==> src/rtl/bus_master_if_pkg.sv <==
// Shared constants for the request/grant bus master interface: bus widths,
// polarity encodings and the master-side FSM state codes.
package bus_master_if_pkg;

  localparam int BUS_ADDR_W     = 30;
  localparam int WORD_DATA_W    = 32;
  localparam int BUS_IF_STATE_W = 2;

  localparam logic READ         = 1'b1;
  localparam logic WRITE        = 1'b0;
  localparam logic ENABLE_      = 1'b0;
  localparam logic DISABLE_     = 1'b1;
  localparam logic RESET_ENABLE = 1'b0;

  typedef enum logic [BUS_IF_STATE_W-1:0] {
    IDLE   = 2'd0,
    REQ    = 2'd1,
    ACCESS = 2'd2,
    WAIT   = 2'd3
  } bus_if_state_e;

endpackage

==> src/rtl/bus_master_if.sv <==
// Master-side initiator of the shared request/grant bus: latches one requester
// access, arbitrates for the bus, runs the address/ready handshake, reports completion.
module bus_master_if
  import bus_master_if_pkg::*;
#(
  parameter int TIMEOUT = 255,
  parameter int TO_W    = 8
) (
  input  logic                   clk,
  input  logic                   reset,
  input  logic                   req_as_,
  input  logic [BUS_ADDR_W-1:0]  req_addr,
  input  logic                   req_rw,
  input  logic [WORD_DATA_W-1:0] req_wr_data,
  output logic [WORD_DATA_W-1:0] req_rd_data,
  output logic                   busy,
  output logic                   err,
  output logic                   bus_req_,
  input  logic                   bus_grnt_,
  output logic [BUS_ADDR_W-1:0]  bus_addr,
  output logic                   bus_as_,
  output logic                   bus_rw,
  output logic [WORD_DATA_W-1:0] bus_wr_data,
  input  logic [WORD_DATA_W-1:0] bus_rd_data,
  input  logic                   bus_rdy_,
  output bus_if_state_e          dbg_state
);

  localparam logic [TO_W-1:0] TO_LIMIT = TO_W'(TIMEOUT);
  localparam logic [TO_W-1:0] TO_MAX   = '1;

  bus_if_state_e          state;
  logic [BUS_ADDR_W-1:0]  addr_q;
  logic                   rw_q;
  logic [WORD_DATA_W-1:0] wr_data_q;
  logic [WORD_DATA_W-1:0] rd_data_q;
  logic [TO_W-1:0]        to_cnt;
  logic                   complete;
  logic                   abort;

  assign dbg_state = state;

  // The counter is zero in ACCESS, so a timeout can only be reached in WAIT.
  assign complete = ((state == ACCESS) || (state == WAIT)) && (bus_rdy_ == ENABLE_);
  assign abort    = (state == WAIT) && (bus_rdy_ == DISABLE_) && (to_cnt == TO_LIMIT);

  assign busy = !(complete || abort) && ((state != IDLE) || (req_as_ == ENABLE_));
  assign err  = abort;

  always_comb begin
    req_rd_data = rd_data_q;
    if (complete && (bus_rw == READ)) begin
      req_rd_data = bus_rd_data;
    end else if (abort) begin
      req_rd_data = '0;
    end
  end

  always_ff @(posedge clk) begin
    if (reset == RESET_ENABLE) begin
      state       <= IDLE;
      bus_req_    <= DISABLE_;
      bus_as_     <= DISABLE_;
      bus_addr    <= '0;
      bus_rw      <= READ;
      bus_wr_data <= '0;
      addr_q      <= '0;
      rw_q        <= READ;
      wr_data_q   <= '0;
      rd_data_q   <= '0;
      to_cnt      <= '0;
    end else begin
      case (state)
        IDLE: begin
          if (req_as_ == ENABLE_) begin
            addr_q    <= req_addr;
            rw_q      <= req_rw;
            wr_data_q <= req_wr_data;
            bus_req_  <= ENABLE_;
            state     <= REQ;
          end
        end
        REQ: begin
          if (bus_grnt_ == ENABLE_) begin
            bus_as_     <= ENABLE_;
            bus_addr    <= addr_q;
            bus_rw      <= rw_q;
            bus_wr_data <= wr_data_q;
            to_cnt      <= '0;
            state       <= ACCESS;
          end
        end
        ACCESS, WAIT: begin
          bus_as_ <= DISABLE_;
          if (complete) begin
            if (bus_rw == READ) rd_data_q <= bus_rd_data;
            bus_req_ <= DISABLE_;
            state    <= IDLE;
          end else if (abort) begin
            rd_data_q <= '0;
            bus_req_  <= DISABLE_;
            state     <= IDLE;
          end else begin
            if (to_cnt != TO_MAX) to_cnt <= to_cnt + 1'b1;
            state <= WAIT;
          end
        end
        default: state <= IDLE;
      endcase
    end
  end

endmodule

==> config.mk <==
export PLATFORM = sky130hd
export DESIGN_NAME = bus_master_if
export DESIGN_NICKNAME = d
export VERILOG_FILES = /design/src/rtl/bus_master_if_pkg.sv /design/src/rtl/bus_master_if.sv
export SDC_FILE = /design/constraint.sdc
export NUM_CORES = 1
export LEC_CHECK = 0
export ABC_CLOCK_PERIOD_IN_PS = 5530
export CAP_MARGIN = 20
export CORE_MARGIN = 5
export CORE_UTILIZATION = 51
export CTS_CLUSTER_SIZE = 40
export DETAILED_ROUTE_END_ITERATION = 8
export PLACE_DENSITY = 0.9
export SLEW_MARGIN = 20
export SYNTH_ARGS = -nofsm -noshare
export SYNTH_HDL_FRONTEND = slang
export SYNTH_SLANG_ARGS = --single-unit
==> constraint.sdc <==
create_clock -name clk -period 5.53 [get_ports clk]
set_input_delay 1.659 -clock clk [delete_from_list [all_inputs] [get_ports clk]]
set_output_delay 1.659 -clock clk [all_outputs]
set_load 0.1 [all_outputs]
==> results of run 1 <==
## layout make-up
class / count / area share [%]
clock buffers: 20 / 4.65
clock inverters: 12 / 1.71
inverters: 1 / 0.0651
multi-input cells: 596 / 30.3
flip-flops and latches: 170 / 35.4
well taps: 172 / 2.24
repair buffers: 210 / 25.6
## power breakdown
part / internal [mW] / total (mW) / switching (mW) / leakage (nW)
clock network: 0.730 / 1.22 / 0.491 / 0.301
registers: 1.27 / 1.30 / 0.0271 / 1.38
logic: 0.154 / 0.433 / 0.279 / 1.67
## sequential cells by signal, summed over array words and instances (netlist names)
signal / cells
bus_req_: 1
dbg_state: 2
wr_data_q: 32
bus_addr: 30
addr_q: 30
bus_rw: 1
rw_q: 1
rd_data_q: 32
bus_as_: 1
to_cnt: 8
bus_wr_data: 32
## cells by family (layout without fill, tap and decap cells)
| logic type | after synthesis | after routing | share of synthesized area, % |
|---|---|---|---|
| DFF | 170 | 170 | 50.8 |
| adders and majority gates | 1 | 1 | 0.187 |
| muxes | 3 | 3 | 0.449 |
| buffers and inverters | 71 | 243 | 5.85 |
| AOI/OAI and AO/OA | 207 | 207 | 18.4 |
| and+or+nand+nor | 385 | 385 | 24.2 |
## tightest hold or removal path, stage by stage, from the launching register on
cell,delay (ps)
dfxtp_1,310
nand2_1,50
a21oi_1,50
## worst paths after layout
| kind | to | startpoint | cells past startpoint | slack [ps] |
|---|---|---|---|---|
| setup / recovery | req_rd_data[23] | bus_rdy_ | 6 | 520 |
| setup reg to reg | bus_addr[0]$_SDFFE_PN0P_ | dbg_state[1]$_SDFFE_PN0P_ | 4 | 3140 |
| hold / removal | bus_wr_data[8]$_SDFFE_PN0P_ | bus_wr_data[8]$_SDFFE_PN0P_ | 2 | 450 |
| hold reg to reg | bus_wr_data[8]$_SDFFE_PN0P_ | bus_wr_data[8]$_SDFFE_PN0P_ | 2 | 450 |
## per-layer routing
layer / GRT usage [%] / share of wire [%] / up-vias
li1: - / - / 3121
met1: 28.2 / 40 / 2967
met2: 38.2 / 48 / 220
met3: 9.01 / 9.0 / 36
met4: 9.93 / 2.9 / 0
met5: 0 / 0 / -
## per-stage QoR
step	instance area, sq um	power, mW	setup WS, ps	instances	utilization (%)
floorplan	6690	1.60	-7.93	837	-
global placement	8990	1.75	582	1149	70.7
detailed placement	8990	1.76	532	1149	70.7
CTS	9600	2.97	512	1181	75.5
global route	9600	3.06	419	1181	75.5
finish	9600	2.95	520	1181	75.5
## cells in the final DEF, fill, tap and decap left out, types with 10 or more instances in the layout
cell type        count
nand2_2             20
dfxtp_1            170
nand3_1             40
clkbuf_16           17
a21oi_2             10
clkdlybuf4s50_1    166
o2bb2ai_1           32
buf_12              37
a21oi_1            151
nand2_1            300
==> results.cfg, run 1 <==
[synthesis]
synthCells = 837
synth-edff-count = 0
synth_fp_nets = 938
synth_top_area_share_pct = 50.8
synth_common_cells = nand2_1 (300), dfxtp_1 (170), a21oi_1 (151), nand3_1 (40), o2bb2ai_1 (32)
yosysMostFrequentCell = nand2_1
yosys_warnings = 0
yosysUniqueCellTypes = 39
synthArstFlopShare_pct = 0
seq_area_frac_synth_pct = 50.8
yosysTopAreaCell = dfxtp_1
syn_avg_cell_area_sq_um = 8.00
synth_area_leaders = dfxtp_1 (51%), nand2_1 (17%), a21oi_1 (11%), o2bb2ai_1 (4.2%), nand3_1 (3.0%)
ys_seq_elements = 170
synth-main-ff-cell = dfxtp_1
syn_area_sq_mm = 0.00669

[finish]
drive_gt1_share_pct = 11.0
fill_cells = 927
antennaDiodeCount = 0
multi_input_area_sq_mm = 0.00291
area_growth_syn_to_layout_pct = 43.5
register_area_sq_mm = 0.00340
finalNetCount = 1097

[cts]
post_cts_buffers = 0
clk_pin_slew_ps = 60
cts_tree = yes
htreeDepth = 4
cts_sinks = 170
cts_resized = 0
cts_root_buffer = clkbuf_16
insertion_delay_ps = 420
clockBufferDepth = 2
holdBufCountCts = 0
cts_buffers = 17

[route]
route.detailed.drc = 0
firstDrtPassIters = 5
viasPerCell = 5.37
drt-wirelength-per-cell_um = 15.9
route.final.wire_length_mm = 18.7
postRouteAntennaNets = 0
drtIter0Drc = 594
dr_total_vias = 6344

[setup_path]
worstPathCellList = clkdlybuf4s50_1 -> and3b_1 -> buf_4 -> nand2_1 -> a21oi_1 -> buf_12
crit_required_ps = 3870
cp.arrival_ps = 3350
slowest_delay_ps = 500
cp_num_buf_inv = 3
cp-start-kind = input pin
path_delay_family = buffers and inverters
crit_path_max_fanout = 32
cpMaxStageDelayCell = clkdlybuf4s50_1
end_kind = output port
path_class = input pin to output port

[power]
peakVddDrop_mv = 0.272
leakagePower_nw = 3.35
p_per_area_mw_per_mm2 = 307

[sta]
slew_violations = 0
rsz0062_at_grt = no
tightest_slew_ps = 1090
finalHoldViolations = 0
fin_skew_ps = 6.90
period_minus_slack_ps = 5010
fin_crit_sh_pct = 90.6
fin_setup_tns_ps = 0
finalSetupViolations = 0
fmax_mhz = 200
slew_headroom_pct = 26.8
finalHoldWorstSlack_ps = 452

[status]
run_status = completed

[worst_hold_path]
hp-class = register to register

[floorplanning]
die_width_um = 125
rows = 41
die_h_um = 125
ios = 201
fp.dieArea_sq_mm = 0.0155
start_util_pct = 52.6
fp.coreArea_sq_mm = 0.0127

[global_route]
grt.total_usage_pct = 23.7
grt_overflow = 0
grt_start_max_net_pins = 97
antenna_found_initial = 0
grt_pass1_vias = 6074
grt_pass1_wl_mm = 30.4

[place]
io_buffers = 200
place_congestion = 0.793
hpwl_mm = 12.3

[job]
maxCapViolCount = 0
(Power assumes the default switching activity.)
==> run 2, diff against run 1 <==
--- a/config.mk
+++ b/config.mk
@@ -12,6 +12,7 @@
 export CTS_CLUSTER_SIZE = 40
 export DETAILED_ROUTE_END_ITERATION = 8
 export PLACE_DENSITY = 0.9
+export RECOVER_POWER = 100
 export SLEW_MARGIN = 20
 export SYNTH_ARGS = -nofsm -noshare
 export SYNTH_HDL_FRONTEND = slang
==> results.cfg, run 2 (synthesis results as in run 1) <==
[sta]
finalSetupViolations = 0
fin_skew_ps = 7.93
rsz0062_at_grt = no
slew_violations = 113
fin_setup_tns_ps = 0
period_minus_slack_ps = 5260
fmax_mhz = 190
finalHoldViolations = 0
slew_headroom_pct = -90.6
fin_crit_sh_pct = 95.1
tightest_slew_ps = 2860

[route]
firstDrtPassIters = 5
viasPerCell = 5.36
postRouteAntennaNets = 0
route.detailed.drc = 0
dr_total_vias = 6341
drtIter0Drc = 573
route.final.wire_length_mm = 18.8
drt-wirelength-per-cell_um = 15.9

[power]
p_seq_share_pct = 44.2
switching_share_pct = 27.1
pwr-share-comb_pct = 14.1
pwr-share-clk_pct = 41.6
power_mw = 2.93
internal_power_mw = 2.14
p_per_area_mw_per_mm2 = 314
leakagePower_nw = 3.51
power.switching_mw = 0.795
peakVddDrop_mv = 0.273

[floorplanning]
start_util_pct = 52.6
die_h_um = 125
die_width_um = 125
rows = 41
fp.coreArea_sq_mm = 0.0127
fp.dieArea_sq_mm = 0.0155
ios = 201

[worst_hold_path]
hp-class = register to register

[place]
hpwl_mm = 12.3
io_buffers = 200
place_congestion = 0.793

[global_route]
grt_pass1_vias = 6074
grt_start_max_net_pins = 97
antenna_found_initial = 2
grt_overflow = 0
grt_pass1_wl_mm = 30.4
grt.total_usage_pct = 23.7

[cts]
clockBufferDepth = 2
htreeDepth = 4
cts_tree = yes
insertion_delay_ps = 430
cts_resized = 0
cts_buffers = 17
cts_sinks = 170
holdBufCountCts = 0
post_cts_buffers = 0
clk_pin_slew_ps = 70
cts_root_buffer = clkbuf_16

[finish]
reg_top3 = bus_wr_data x32, rd_data_q x32, wr_data_q x32
layout_common_cells = nand2_1 (300), dfxtp_1 (170), a21oi_1 (157)
register_area_sq_mm = 0.00340
multi_input_area_sq_mm = 0.00289
finalNetCount = 1097
drive_gt1_share_pct = 10.1
fill_cells = 970
layout_commonest_cell = nand2_1
area_growth_syn_to_layout_pct = 39.5

[job]
maxCapViolCount = 2

[setup_path]
crit_end = req_rd_data[24]
cp.arrival_ps = 3600
cp-start-kind = input pin
r2r_cells = 4
rr_startpoint = dbg_state[0]$_SDFFE_PN0P_
path_class = input pin to output port
crit_start = bus_rdy_
end_kind = output port
timing.rr.end = bus_addr[8]$_SDFFE_PN0P_
crit_path_max_fanout = 32
r2r_slack_ps = 2690
crit_required_ps = 3870

[status]
run_status = finished with violations
failed_checks = capacitance limit, slew limit
-- run 2: cell types whose count changed in the layout (fill, tap and decap cells not counted), moves of 6 or more --
cell             change
clkdlybuf4s50_1     -70
dlygate4sd3_1       +70
clkbuf_2            +17
buf_12              -16
a21oi_1              +6
a21oi_2              -6
-- run 2: worst min-delay path by stage --
stage	start	endpoint	cells past startpoint
5_1_grt	bus_addr[19]$_SDFFE_PN0P_	bus_addr[19]$_SDFFE_PN0P_	2
2_1_floorplan	addr_q[17]$_SDFFE_PN0P_	bus_addr[17]$_SDFFE_PN0P_	2
4_1_cts	wr_data_q[1]$_SDFFE_PN0P_	bus_wr_data[1]$_SDFFE_PN0P_	2
6_report	addr_q[14]$_SDFFE_PN0P_	bus_addr[14]$_SDFFE_PN0P_	2
3_3_place_gp	addr_q[0]$_SDFFE_PN0P_	bus_addr[0]$_SDFFE_PN0P_	2
3_5_place_dp	wr_data_q[1]$_SDFFE_PN0P_	bus_wr_data[1]$_SDFFE_PN0P_	2
-- run 2: per-stage QoR --
stage / util, % / std cells / hold WS [ps] / setup WS, ps / instance area [sq um]
after floorplan: - / 837 / 432 / -7.93 / 6690
after global placement: 70.7 / 1149 / 436 / 582 / 8990
after detailed placement: 70.7 / 1149 / 444 / 532 / 8990
after CTS: 75.5 / 1181 / 453 / 512 / 9600
after global routing: 73.4 / 1183 / 470 / 213 / 9340
final: 73.4 / 1183 / 449 / 270 / 9340
-- run 2: layout make-up --
type                    instances  share of cell area (%)
clock buffers                  20                    4.78
multi-input cells             596                    30.9
flip-flops and latches        170                    36.5
clock inverters                12                    1.76
repair buffers                210                    23.7
diodes                          2                  0.0536
inverters                       1                  0.0402
well taps                     172                    2.31
-- run 2: metal layers --
metal / part of all wire, % / GRT usage [%] / up-vias
met1: 41 / 28.2 / 2961
li1: - / - / 3121
met2: 48 / 38.2 / 222
met3: 9.0 / 9.01 / 37
met4: 2.8 / 9.93 / 0
met5: 0 / 0 / -
-- run 2: power groups by stage --
stage	Combinational [mW]	Clock [mW]	Sequential, mW
2_1_floorplan	0.207	0	1.39
3_5_place_dp	0.433	0	1.32
4_1_cts	0.436	1.24	1.30
3_3_place_gp	0.427	0	1.32
6_report	0.415	1.22	1.30
5_1_grt	0.441	1.29	1.30
-- run 2: worst max-delay path, stage by stage --
cell and delay (ps):
dlygate4sd3_1 620, and3b_1 240, buf_4 320, nand2_1 130
a21oi_1 140, clkbuf_2 470
==> run 3, diff against run 2 <==
--- a/config.mk
+++ b/config.mk
@@ -6,14 +6,12 @@
 export NUM_CORES = 1
 export LEC_CHECK = 0
 export ABC_CLOCK_PERIOD_IN_PS = 5530
-export CAP_MARGIN = 20
 export CORE_MARGIN = 5
 export CORE_UTILIZATION = 51
 export CTS_CLUSTER_SIZE = 40
 export DETAILED_ROUTE_END_ITERATION = 8
 export PLACE_DENSITY = 0.9
 export RECOVER_POWER = 100
-export SLEW_MARGIN = 20
 export SYNTH_ARGS = -nofsm -noshare
 export SYNTH_HDL_FRONTEND = slang
 export SYNTH_SLANG_ARGS = --single-unit
==> results of run 3 <==
The final DEF is identical to that of run 2; final timing and power are the same.
==> variant (config.mk and constraints of run 2) <==
Change the package constant `RESET_ENABLE` from 1'b0 to 1'b1.
--- a/src/rtl/bus_master_if_pkg.sv
+++ b/src/rtl/bus_master_if_pkg.sv
@@ -10,7 +10,7 @@
   localparam logic WRITE        = 1'b0;
   localparam logic ENABLE_      = 1'b0;
   localparam logic DISABLE_     = 1'b1;
-  localparam logic RESET_ENABLE = 1'b0;
+  localparam logic RESET_ENABLE = 1'b1;
 
   typedef enum logic [BUS_IF_STATE_W-1:0] {
     IDLE   = 2'd0,
Function: changed (Yosys sat finds a counterexample within 4 cycles, from zero or initial values).
==> variant against run 2 <==
The run still ends with capacitance limit, slew limit left; sequential power about the same; sequential cell count is the same; hold slack worse by 0.0017 ns; area after synthesis shrank 3.0%; global-route usage decreased by 0.33 points; via count is 2.3% lower; design area shrank 4.0%; power is 6.1% lower; routed wire length shrank 5.8%; setup slack got worse by 0.021 ns.
==> variant: results (changes against run 2) <==
metric	value	unit	change
Antenna Cells	0		-2
total of max-cap violations	1		-1
initial antenna violation count	0		-2
number of instances in the placed design	1123		-2.3%
largest net degree at the start of global routing	69		-29%
Slew @ Worst Pin	1.51	ns	-1.35 ns
top cell type's share of synthesized area	0.524		+0.0157
Synth Net Count	905		-3.5%
Inserted Clock Buffers	17		unchanged
register area share after synthesis	0.524		+0.0157
TritonRoute pass-1 iters	6		+1
fraction of registers with async set/reset	0		unchanged
post-CTS setup buffer count	0		unchanged
status	finished with violations		
hold wc startpoint	bus_wr_data[4]		
synth top area cells	dfxtp_1, nand2_1, a21oi_1, a32o_1, buf_2		
mean post-synth cell area	8.08	sq um	+0.99%
first-pass GRT wire length	27800	microns	-8.6%
synth warn	0		unchanged
Fillers	911		-6.1%
CP arrival	3.62	ns	+0.02 ns
synth unique cells	38		-2.6%
1st-iter DRT viols	444		-23%
# H-tree levels	4		unchanged
share of layout cells above drive strength 1	0.0764		-0.0247
total placed instance area	8790	sq um	-2.3%
GRT Total Usage	0.233		-0.00332
CP Max Fanout	33		+3.1%
Clock Skew	0.00863	ns	+0.000697 ns
gpl congestion	0.868		+9.6%
WL final	17700	microns	-5.8%
CP Launch Point	bus_rdy_		
Clock Path Buffers	2		unchanged
Crit Path Class	in -> out		
failing checks	capacitance limit, slew limit		
Post-DP HPWL	11700	microns	-4.9%
worst-case vdd ir drop	0.240	mV	-12%
wire per inst	15.3	microns	-3.4%
max-slew violations	34		-70%
vias in the first global route	5595		-7.9%
worst slack at placement	0.427	ns	-0.104 ns
detailed-route via count	6195		-2.3%
r2r startpoint	dbg_state[1]		
Post-synth top cells	nand2_1, dfxtp_1, a21oi_1, a32o_1, buf_2		
P_leak	0.00346	uW	-1.2%
## variant: changes by cell type in the layout (fill, tap and decap cells not counted), moves of 8 or more
cell,run 2,this run
a32o_1,0,32
buf_12,21,13
buf_2,0,21
clkbuf_2,17,0
nand2_1,300,320
nand2_2,20,0
nand3_1,40,6
o2bb2ai_1,32,0
## variant: kinds of logic after synthesis
| kind of cell | after synthesis | synth area share |
|---|---|---|
| flip-flops | 170 | 0.524 |
| multiplexers | 3 | 0.00501 |
| buffers and inverters | 68 | 0.0592 |
| AND/OR/NAND/NOR | 356 | 0.221 |
| adder cells (fa/ha/maj) | 1 | 0.00193 |
| AO/OA/AOI/OAI | 206 | 0.188 |
## variant: critical path, stage by stage
cell and delay [ns]:
dlygate4sd3_1 0.64, and2_0 0.28, nand4_2 0.15, inv_2 0.45
a21oi_1 0.11, buf_2 0.33
## variant: worst paths after layout
check,to,slack (ns),cells after the start
min,bus_wr_data[4],0.45,2
max,req_rd_data[10],0.25,6
min reg2reg,bus_wr_data[4],0.45,2
max reg2reg,bus_wr_data[30],2.13,4
## variant: routing by layer
metal	vias to the layer above	GRT usage	share of wire
li1	3045	-	-
met3	45	0.0696	0.080
met5	-	0	0
met2	235	0.382	0.48
met1	2870	0.281	0.40
met4	0	0.108	0.032
## variant: layout make-up
type,instances,share of cell area
flip-flops and latches,170,0.380
clock inverters,9,0.00851
inverters,3,0.00126
clock buffers,22,0.0495
repair buffers,212,0.235
multi-input cells,566,0.302
well taps,172,0.0240
## variant: through the flow
step	utilization	hold WS, ns
finish	0.713	0.447
global route	0.713	0.462
CTS	0.741	0.451
detailed placement	0.699	0.443
global placement	0.699	0.434
floorplan	-	0.432
## variant: power by group
part           internal (uW)  leakage (uW)  switching (uW)
Clock                    612      0.000257             445
Combinational            131       0.00183             271
Sequential              1270       0.00138            26.1
